## src/rtl/usb_pkg.sv

```systemverilog
// Shared constants and types for the USB data path (buffer, usb_rx, AHB slave).
package usb_pkg;

    localparam int unsigned BUF_DEPTH = 64;
    localparam int unsigned BUF_AW    = 6;
    localparam int unsigned BYTE_W    = 8;

    typedef logic [BUF_AW:0] occ_t;

endpackage : usb_pkg

```

## src/rtl/buf_ptr.sv

```systemverilog
// Wrapping FIFO pointer with synchronous clear and increment enable.
module buf_ptr #(
    parameter int unsigned AW = 6
) (
    input  logic          clk,
    input  logic          rst,
    input  logic          clr_i,
    input  logic          inc_i,
    output logic [AW-1:0] ptr_o
);

    logic [AW-1:0] ptr_q;
    logic [AW-1:0] ptr_d;

    // Wrap relies on natural overflow of the AW-bit register.
    always_comb begin
        ptr_d = ptr_q;
        if (clr_i) begin
            ptr_d = '0;
        end else if (inc_i) begin
            ptr_d = ptr_q + AW'(1);
        end
    end

    always_ff @(posedge clk or posedge rst) begin
        if (rst) begin
            ptr_q <= '0;
        end else begin
            ptr_q <= ptr_d;
        end
    end

    assign ptr_o = ptr_q;

endmodule : buf_ptr

```

## src/rtl/usb_data_buffer.sv

```systemverilog
// Shared single-clock byte FIFO between USB RX/TX protocol blocks and the AHB slave.
// One direction is active at a time; RX strobes win when both ports request.
module usb_data_buffer
    import usb_pkg::*;
#(
    parameter int unsigned DEPTH  = BUF_DEPTH,
    parameter int unsigned DATA_W = BYTE_W
) (
    input  logic                       clk,
    input  logic                       rst,
    input  logic                       store_rx_packet_data,
    input  logic [DATA_W-1:0]          rx_packet_data,
    input  logic                       flush,
    input  logic                       store_tx_data,
    input  logic [DATA_W-1:0]          tx_data,
    input  logic                       get_rx_data,
    input  logic                       get_tx_packet_data,
    input  logic                       clear,
    output logic [DATA_W-1:0]          rx_data,
    output logic [DATA_W-1:0]          tx_packet_data,
    output logic [$clog2(DEPTH):0]     buffer_occupancy
);

    localparam int unsigned AW = $clog2(DEPTH);
    typedef logic [AW:0] cnt_t;

    logic [DATA_W-1:0] mem_q [DEPTH];
    cnt_t              count_q, count_d;
    logic [DATA_W-1:0] rx_data_q, rx_data_d;
    logic [DATA_W-1:0] tx_data_q, tx_data_d;
    logic [AW-1:0]     wr_ptr, rd_ptr;
    logic              clr, wr_req, rd_req, wr_ok, rd_ok;
    logic [DATA_W-1:0] wr_data;

    // Flush/clear override every strobe in the same cycle.
    assign clr     = flush | clear;
    assign wr_req  = store_rx_packet_data | store_tx_data;
    assign rd_req  = get_rx_data | get_tx_packet_data;
    assign rd_ok   = rd_req & (count_q != '0) & ~clr;
    assign wr_ok   = wr_req & ((count_q < cnt_t'(DEPTH)) | rd_ok) & ~clr;
    assign wr_data = store_rx_packet_data ? rx_packet_data : tx_data;

    buf_ptr #(.AW(AW)) u_wr_ptr (
        .clk   (clk),
        .rst   (rst),
        .clr_i (clr),
        .inc_i (wr_ok),
        .ptr_o (wr_ptr)
    );

    buf_ptr #(.AW(AW)) u_rd_ptr (
        .clk   (clk),
        .rst   (rst),
        .clr_i (clr),
        .inc_i (rd_ok),
        .ptr_o (rd_ptr)
    );

    always_comb begin
        count_d   = count_q;
        rx_data_d = rx_data_q;
        tx_data_d = tx_data_q;
        if (clr) begin
            count_d = '0;
        end else begin
            if (wr_ok && !rd_ok) begin
                count_d = count_q + cnt_t'(1);
            end else if (rd_ok && !wr_ok) begin
                count_d = count_q - cnt_t'(1);
            end
            if (rd_ok) begin
                if (get_rx_data) begin
                    rx_data_d = mem_q[rd_ptr];
                end else begin
                    tx_data_d = mem_q[rd_ptr];
                end
            end
        end
    end

    always_ff @(posedge clk or posedge rst) begin
        if (rst) begin
            count_q   <= '0;
            rx_data_q <= '0;
            tx_data_q <= '0;
        end else begin
            count_q   <= count_d;
            rx_data_q <= rx_data_d;
            tx_data_q <= tx_data_d;
        end
    end

    // Storage is deliberately not reset; occupancy gates what is reachable.
    always_ff @(posedge clk) begin
        if (wr_ok) begin
            mem_q[wr_ptr] <= wr_data;
        end
    end

    assign rx_data          = rx_data_q;
    assign tx_packet_data   = tx_data_q;
    assign buffer_occupancy = count_q;

endmodule : usb_data_buffer
```

## config.mk

```make
export PLATFORM = sky130hd
export DESIGN_NAME = usb_data_buffer
export DESIGN_NICKNAME = d
export VERILOG_FILES = /design/src/rtl/usb_pkg.sv /design/src/rtl/buf_ptr.sv /design/src/rtl/usb_data_buffer.sv
export SDC_FILE = /design/constraint.sdc
export NUM_CORES = 1
export LEC_CHECK = 0
export CAP_MARGIN = 20
export CORE_MARGIN = 2
export CORE_UTILIZATION = 40
export CTS_CLUSTER_DIAMETER = 200
export DETAILED_ROUTE_END_ITERATION = 10
export DONT_BUFFER_PORTS = 1
export PLACE_DENSITY_LB_ADDON = 0.1
export SLEW_MARGIN = 30
export SYNTH_ARGS = -nofsm -noshare
export SYNTH_HDL_FRONTEND = slang
export SYNTH_SLANG_ARGS = --single-unit
```

## constraint.sdc

```tcl
create_clock -name clk -period 2.46 [get_ports clk]
set_input_delay 0.369 -clock clk [delete_from_list [all_inputs] [get_ports clk]]
set_output_delay 0.369 -clock clk [all_outputs]
set_load 0.01 [all_outputs]
```

==> flow_summary.toml, run 1 <==
[drt]
totalWireLength_um = 54900
wl_per_cell_um = 26.51
final_antenna_net_count = 0
drt_iter0_markers = 907
avgViaCountPerCell = 5.422
first_pass_iters = 5
route.detailed.drc = 0
vias = 11230

[worst_setup_path]
crit_fanout = 5
cpMostUsedCell = "buf_12"
cpMaxStageDelayCell = "dfrtp_4"
critPathArrivalTime_ps = 2890
cpPeakStageDelay_ps = 530
crit_required_ps = 2940
setup.worst_path.start_class = "flop"
end_kind = "flop"
worstSetupPathType = "reg2reg"
path_cells = "buf_12 > buf_12 > buf_4 > mux4_2 > a22oi_2 > a21oi_1 > a32oi_4 > o21ai_1"

[clock_tree]
cts_tree = "yes"
clock-root-buffer = "clkbuf_16"
clock-sinks = 547
clk_pin_slew_ps = 60
clockBufferDepth = 3
cts_buffers = 57
clk_latency_ps = 620
htreeDepth = 2

[die]
initial_core_util = 0.4035
die_h_um = 236.8
coreArea_um2 = 53710
die-area_um2 = 56060
row_count = 85
pin_count = 47
die_w_um = 236.8

[layout]
areaGrowthSynthToFinish_pct = 19.78
multi_input_area_um2 = 5304
num-nets-final = 1363
drive_gt1_frac = 0.3025
layout_common_cells = "512 x edfxtp_1, 169 x buf_4, 99 x mux4_2, 88 x nor2_1, 70 x mux2i_1"
seqCellArea_um2 = 16260
fillCellCount = 4476
final_core_util = 0.4834
antenna_cells = 0
layout_commonest_cell = "edfxtp_1"

[global_routing]
grt_overflow = 0
grt_pass1_wl_um = 80290
grt_usage = 0.1988
grt_start_max_net_pins = 65
grt_pass1_vias = 11410
antenna_found_initial = 0

[pwr]
p_leak_nw = 8.383
power.density_nw_per_um2 = 941.0
vdd.ir_drop.worst_v = 0.0005519

[timing]
fmax_mhz = 414.8
finalHoldViolCount = 0
post-route-period-util = 0.9800
fin_crit_ps = 2411
slew_headroom = 0.5243
worst_pin_slew_ps = 713.5
fin_skew_ps = 26.13
rsz0062_at_grt = "yes"
hold-worst-slack_ps = 266.2
report.final.slew_viol_count = 0
setup_violations = 0

[logic_synthesis]
syn_avg_cell_area_um2 = 18.86
yosys-top-cells-area = "edfxtp_1 71%, mux4_2 10%, dfrtp_1 4.0%"
synth-async-reset-ratio = 0.06399
synth_top_area_frac = 0.7094
synth_cell_types = 50
post_synth_inst_count = 1149
seq_area_frac_synth = 0.7498
synth_area_um2 = 21670
synthFlopType = "edfxtp_1"
synth-seq-cells = 547
synth_edf_count = 512
synth_top_area_cell = "edfxtp_1"
ys_warn_count = 0
syn_nets = 1182

[status]
status = "finished clean"

[placement]
dp_hpwl_um = 35790
globalplace.congestion = 0.7941
port_buffers = 0

[flow_run]
maxCapViolCount = 0

[min_path]
hp-class = "in2reg"
[flip-flops by register name (all words and copies together) (netlist names)]
signal	flops
u_rd_ptr.ptr_o	6
rx_data	8
mem_q	512
tx_packet_data	8
buffer_occupancy	7
u_wr_ptr.ptr_o	6
[through the flow]
stage               std cells  setup TNS (ps)  instance area, um^2  power, mW  setup WS [ps]
CTS                      2055               0                25700      24.44          2.598
finish                   2071               0                25960      24.43          49.31
global route             2071          -98.84                25960      25.40         -89.36
detailed placement       1948           -1071                23780      15.77         -260.0
floorplan                1149          -573.4                21740      13.94         -213.7
global placement         1948           -1005                23780      15.78         -233.9
[worst max-delay path: cells and delay by family (launching register included)]
family	cells	cell delay [ps]
DFF	1	530
muxes	1	440
buffers and inverters	3	440
AOI/OAI and AO/OA	4	840
[cell families after synthesis]
family | Yosys count | share of synthesized area
AOI/OAI and AO/OA | 143 | 0.04555
xor gates and xnor gates | 13 | 0.006120
adders and majority gates | 9 | 0.005542
and+or+nand+nor | 184 | 0.03816
buffers and inverters | 75 | 0.01495
muxes | 178 | 0.1399
DFF | 547 | 0.7498
[final timing paths]
check | start | end | slack, ps | cells after the start
max | u_rd_ptr.ptr_o[0]$_DFFE_PP0P_ | tx_packet_data[3]$_DFFE_PP0P_ | 50 | 8
max in group asynchronous | rst | u_rd_ptr.ptr_o[0]$_DFFE_PP0P_ | 1780 | 3
min in group asynchronous | rst | rx_data[5]$_DFFE_PP0P_ | 300 | 3
max reg2reg | u_rd_ptr.ptr_o[0]$_DFFE_PP0P_ | tx_packet_data[3]$_DFFE_PP0P_ | 50 | 8
min reg2reg | u_wr_ptr.ptr_o[5]$_DFFE_PP0P_ | u_wr_ptr.ptr_o[5]$_DFFE_PP0P_ | 570 | 2
min | tx_data[5] | mem_q[26][5]$_DFFE_PP_ | 270 | 1
[layout make-up]
class                   instances  area share
clock inverters                29     0.01133
flip-flops and latches        547      0.6264
clock buffers                  75     0.05995
well taps                     696     0.03354
inverters                       8    0.001253
repair buffers                189     0.06323
multi-input cells             527      0.2043
[repair_timing]
action,CTS,global route
pin swaps,2,9
setup buffers,0,15
endpoints found under the hold margin,36,0
hold buffers,3,0
gates resized for setup,8,23
setup endpoints to repair,10,15
[layer usage]
| metal | global-route usage | share of wire | routed length [um] | vias to the layer above |
|---|---|---|---|---|
| met3 | 0.03264 | 0.043 | 2372 | 75 |
| met5 | 0 | 0 | 0 | - |
| li1 | - | - | - | 5029 |
| met2 | 0.3119 | 0.48 | 26090 | 248 |
| met4 | 0.06770 | 0.028 | 1561 | 0 |
| met1 | 0.2839 | 0.45 | 24870 | 5876 |
[power breakdown]
| part | internal, mW | leakage, nW | switching (mW) | total [mW] |
|---|---|---|---|---|
| clock | 5.05 | 0.890 | 3.55 | 8.60 |
| combinational | 2.47 | 2.43 | 2.62 | 5.09 |
| sequential | 10.5 | 5.06 | 0.287 | 10.7 |
| total | 18.0 | 8.38 | 6.46 | 24.4 |
[cells in the mapped netlist, types with 2 or more instances]
master       n
mux4_2      99
nand4_1      3
a22oi_1     24
nand2b_1     3
nor2b_1      8
inv_1        7
nand3_1     10
buf_2       19
a31oi_1      4
or3b_2       4
o221ai_1    28
o21ai_0      8
nand3b_1     7
mux2i_1     70
buf_4        5
or3_1        2
a21oi_1     40
a2111oi_0    4
nor3_1       3
clkbuf_1    35
ha_1         8
nand4b_1     3
edfxtp_1   512
or2_1        2
buf_1        8
a32oi_1      7
xor2_1       6
o21ai_1     16
xnor2_1      6
nand2_1     46
a2111o_1     3
mux2_2       9
dfrtp_1     35
nor2_1      89
Note: power is estimated with default switching activity, not from simulation.
==> run 2, diff against run 1 <==
--- a/config.mk
+++ b/config.mk
@@ -6,7 +6,7 @@
 export NUM_CORES = 1
 export LEC_CHECK = 0
 export CAP_MARGIN = 20
-export CORE_MARGIN = 2
+export CORE_MARGIN = 4
 export CORE_UTILIZATION = 40
 export CTS_CLUSTER_DIAMETER = 200
 export DETAILED_ROUTE_END_ITERATION = 10
==> flow_summary.toml, run 2 (synthesized netlist as in run 1, its figures left out) <==
[status]
status = "finished clean"

[global_routing]
grt_pass1_wl_um = 81970
grt_usage = 0.1952
grt_start_max_net_pins = 65
grt_pass1_vias = 11600
grt_overflow = 0
antenna_found_initial = 0

[placement]
placed_cell_area_um2 = 23790
dp_hpwl_um = 35540
globalplace.congestion = 0.8247
port_buffers = 0

[timing]
post-route-period-util = 0.9706
report.final.slew_viol_count = 0
setup_violations = 0
tns_ps = 0
rsz0062_at_grt = "yes"
worst_pin_slew_ps = 821.3
fin_skew_ps = 21.23
fin_crit_ps = 2388
fmax_mhz = 418.8
hold-worst-slack_ps = 164.4
slew_headroom = 0.4525
finalHoldViolCount = 0

[drt]
final_antenna_net_count = 0
drt_iter0_markers = 975
avgViaCountPerCell = 5.538
totalWireLength_um = 56050
wl_per_cell_um = 27.20
first_pass_iters = 5
vias = 11410
route.detailed.drc = 0

[layout]
layout_commonest_cell = "edfxtp_1"
largest_reg_flops = 512
drive_gt1_frac = 0.3026
largest-register = "mem_q"
num-nets-final = 1359
antenna_cells = 0
finalInstanceArea_um2 = 25790
layout_common_cells = "512 x edfxtp_1, 166 x buf_4, 99 x mux4_2, 88 x nor2_1, 69 x mux2i_1"
areaGrowthSynthToFinish_pct = 18.99

[min_path]
hp-class = "in2reg"
hold-path-cell-count = 3
hold_path_end = "rx_data[6]$_DFFE_PP0P_"
worstHoldStart = "get_rx_data"

[die]
die_h_um = 240.8
row_count = 85
initial_core_util = 0.4035
coreArea_um2 = 53710
pin_count = 47
die_w_um = 240.8
die-area_um2 = 57970

[clock_tree]
clock-root-buffer = "clkbuf_16"
clock-sinks = 547
cts_tree = "yes"
clk_pin_slew_ps = 60
clockBufferDepth = 3
htreeDepth = 2
cts_buffers = 56
clk_latency_ps = 620

[pwr]
p_leak_nw = 8.302
vdd.ir_drop.worst_v = 0.0006422
power.density_nw_per_um2 = 929.4

[flow_run]
maxCapViolCount = 0

[worst_setup_path]
critPathArrivalTime_ps = 2870
reg2regPathDepth = 8
reg2reg_slack_ps = 70
worstSetupPathType = "reg2reg"
end_kind = "flop"
timing.rr.start = "u_rd_ptr.ptr_o[0]$_DFFE_PP0P_"
crit_required_ps = 2940
r2r_end = "tx_packet_data[6]$_DFFE_PP0P_"
crit_fanout = 8
setup.worst_path.start_class = "flop"
## run 2: layout make-up
class	count	area, um^2
Multi-Input combinational cell	527	5330
Tap cell	696	870.8
Fill cell	4467	27920
Inverter	8	32.53
Sequential cell	547	16260
Timing Repair Buffer	186	1614
Clock buffer	70	1454
Clock inverter	27	224.0
## run 2: routing by layer
metal / wire (um) / global-route usage / vias to the layer above
met4: 1299 / 0.05373 / 0
met5: 0 / 0 / -
met1: 24910 / 0.2805 / 6065
li1: - / - / 5010
met2: 27410 / 0.3168 / 258
met3: 2433 / 0.02800 / 81
## run 2: worst max-delay path by stage
stage,startpoint,to,slack (ps),cells after the start
after floorplan,clear,buffer_occupancy[5]$_DFFE_PP0P_,-210,12
after global placement,u_rd_ptr.ptr_o[0]$_DFFE_PP0P_,tx_packet_data[0]$_DFFE_PP0P_,-330,8
after detailed placement,u_rd_ptr.ptr_o[0]$_DFFE_PP0P_,tx_packet_data[0]$_DFFE_PP0P_,-310,8
after CTS,u_rd_ptr.ptr_o[0]$_DFFE_PP0P_,tx_packet_data[0]$_DFFE_PP0P_,-40,8
after global routing,buffer_occupancy[3]$_DFFE_PP0P_,buffer_occupancy[5]$_DFFE_PP0P_,-50,12
final,u_rd_ptr.ptr_o[0]$_DFFE_PP0P_,tx_packet_data[6]$_DFFE_PP0P_,70,8
## run 2: what timing repair did
action,4_1_cts,5_1_grt
buffers inserted,1,7
setup endpoints to repair,9,19
hold endpoints to repair,36,0
cloned,0,2
pin swaps,0,9
gates resized for setup,11,32
hold buffers,3,0
## run 2: power by group
group	switching, mW	total [mW]	internal, mW
sequential	0.305	10.8	10.5
combinational	2.71	5.27	2.56
clock	3.45	7.93	4.48
total	6.47	24.0	17.5
## run 2: metrics by stage
step | worst slack, ps | utilization | std cells | total power, mW
2_1_floorplan | -213.7 | - | 1149 | 13.94
3_3_place_gp | -329.0 | 0.4429 | 1952 | 15.84
3_5_place_dp | -305.8 | 0.4429 | 1952 | 15.85
4_1_cts | -37.78 | 0.4758 | 2053 | 23.88
5_1_grt | -50.95 | 0.4802 | 2061 | 25.03
6_report | 72.24 | 0.4802 | 2061 | 23.97
## run 2: worst max-delay path: stages, from the launching register on
cell       delay [ps]
dfrtp_4           520
buf_12            160
buf_4             150
clkbuf_16         160
mux4_2            490
a22oi_1           290
a21oi_1           170
a32oi_2           220
o21ai_1            90
==> run 3, diff against run 2 <==
--- a/config.mk
+++ b/config.mk
@@ -8,6 +8,7 @@
 export CAP_MARGIN = 20
 export CORE_MARGIN = 4
 export CORE_UTILIZATION = 40
+export CTS_BUF_LIST = sky130_fd_sc_hd__clkbuf_2 sky130_fd_sc_hd__clkbuf_4 sky130_fd_sc_hd__clkbuf_8
 export CTS_CLUSTER_DIAMETER = 200
 export DETAILED_ROUTE_END_ITERATION = 10
 export DONT_BUFFER_PORTS = 1
==> flow_summary.toml, run 3 (synthesized netlist as in run 1, its figures left out) <==
[status]
status = "finished clean"

[drt]
drt_iter0_markers = 872
totalWireLength_um = 56810
avgViaCountPerCell = 5.441
first_pass_iters = 5
wl_per_cell_um = 26.53
route.detailed.drc = 0
vias = 11650
final_antenna_net_count = 0

[layout]
fin_cells = 2141
drive_gt1_frac = 0.3504
num-nets-final = 1400
layout_common_cells = "512 x edfxtp_1, 169 x buf_4, 99 x mux4_2, 94 x clkbuf_8, 88 x nor2_1"
areaGrowthSynthToFinish_pct = 20.53
largest_reg_flops = 512
largest-register = "mem_q"
layout_commonest_cell = "edfxtp_1"
fillCellCount = 4515

[timing]
fin_crit_ps = 2431
report.final.slew_viol_count = 0
post-route-period-util = 0.9882
setup_violations = 0
slew_headroom = 0.4112
finalHoldViolCount = 0
hold-worst-slack_ps = 111.1
rsz0062_at_grt = "yes"
worst_pin_slew_ps = 883.3
fmax_mhz = 411.3
fin_skew_ps = 23.00

[global_routing]
grt_overflow = 0
antenna_found_initial = 2
grt_pass1_wl_um = 83070
grt_pass1_vias = 11960
grt_start_max_net_pins = 65
grt_usage = 0.1983

[worst_setup_path]
reg2regPathDepth = 7
crit_path_end = "tx_packet_data[5]$_DFFE_PP0P_"
cpPeakStageDelay_ps = 540
end_kind = "flop"
crit_fanout = 17
timing.rr.start = "u_rd_ptr.ptr_o[1]$_DFFE_PP0P_"
crit_required_ps = 2990
critPathArrivalTime_ps = 2960
crit_family = "multiplexers"
setup.worst_path.start_class = "flop"
worstSetupPathType = "reg2reg"
reg2reg_slack_ps = 30
path_cells = "buf_12 > mux4_2 > mux2i_1 > o21ai_0 > buf_4 > a32oi_1 > o21ai_1"
cp.depth = 7
cp-startpoint = "u_rd_ptr.ptr_o[1]$_DFFE_PP0P_"
critPathBufInv = 2
cpMaxStageDelayCell = "mux4_2"
r2r_end = "tx_packet_data[5]$_DFFE_PP0P_"

[flow_run]
maxCapViolCount = 0

[die]
die-area_um2 = 57970
die_w_um = 240.8
die_h_um = 240.8
pin_count = 47
coreArea_um2 = 53710
initial_core_util = 0.4035
row_count = 85

[clock_tree]
clk_latency_ps = 670
cts_tree = "yes"
clk_pin_slew_ps = 60
clock-root-buffer = "clkbuf_8"
cts_buffers = 92
clock-sinks = 547
clockBufferDepth = 3
htreeDepth = 3

[placement]
port_buffers = 0
dp_hpwl_um = 35540
globalplace.congestion = 0.8247
place_inst = 1952

[min_path]
worstHoldStart = "get_rx_data"
hp-class = "in2reg"
hold-path-cell-count = 3

[pwr]
vdd.ir_drop.worst_v = 0.0006126
power.total_mw = 24.41
power.density_nw_per_um2 = 934.4
p_leak_nw = 8.533
-- run 3: timing repair --
item / in CTS / in global routing
gates cloned: 0 / 3
gates resized for setup: 15 / 35
hold buffers: 3 / 0
setup endpoints to repair: 13 / 19
pin swaps: 2 / 15
buffers inserted: 2 / 10
hold endpoints to repair: 36 / 0
-- run 3: per-layer routing --
| metal | GRT usage | part of all wire | wire length [um] |
|---|---|---|---|
| met1 | 0.2788 | 0.44 | 25010 |
| met2 | 0.3191 | 0.49 | 27790 |
| met3 | 0.04137 | 0.049 | 2796 |
| met4 | 0.05443 | 0.021 | 1198 |
| met5 | 0 | 0.00023 | 13 |
-- run 3: worst min path at each step --
stage                                       to  slack, ps
2_1_floorplan  buffer_occupancy[0]$_DFFE_PP0P_        520
5_1_grt                 rx_data[6]$_DFFE_PP0P_         70
4_1_cts                 rx_data[6]$_DFFE_PP0P_         60
3_5_place_dp   buffer_occupancy[5]$_DFFE_PP0P_        410
3_3_place_gp   buffer_occupancy[5]$_DFFE_PP0P_        410
6_report                rx_data[6]$_DFFE_PP0P_        110
-- run 3: layout make-up --
cell class                 instances  area [um^2]  share of cell area
multi-input combinational        527         5374              0.2057
inverter                           8        32.53            0.001245
clock buffer                     125         1526             0.05843
sequential                       547        16260              0.6225
antenna                            1        2.502          0.00009579
clock inverter                    46        364.1             0.01394
timing repair buffer             191         1690             0.06471
tap                              696        870.8             0.03333
-- run 3: power breakdown --
group	internal (mW)	leakage (nW)	switching [mW]
Clock	4.59	1.01	3.64
Combinational	2.65	2.46	2.77
Sequential	10.5	5.06	0.302
-- run 3: worst register-to-register path, cell delays in order (launching register included) --
cell and delay, ps:
dfrtp_4 470, buf_12 190, mux4_2 570, mux2i_1 280
o21ai_0 250, buf_4 230, a32oi_1 200, o21ai_1 100
-- run 3: per-stage QoR --
stage	worst slack, ps	utilization	TNS [ps]	cell area, um^2
after floorplan	-213.7	-	-573.4	21740
after global placement	-329.0	0.4429	-1102	23790
after detailed placement	-305.8	0.4429	-1211	23790
after CTS	-12.42	0.4802	-26.18	25790
after global routing	-70.21	0.4864	-125.0	26120
final	28.93	0.4864	0	26120
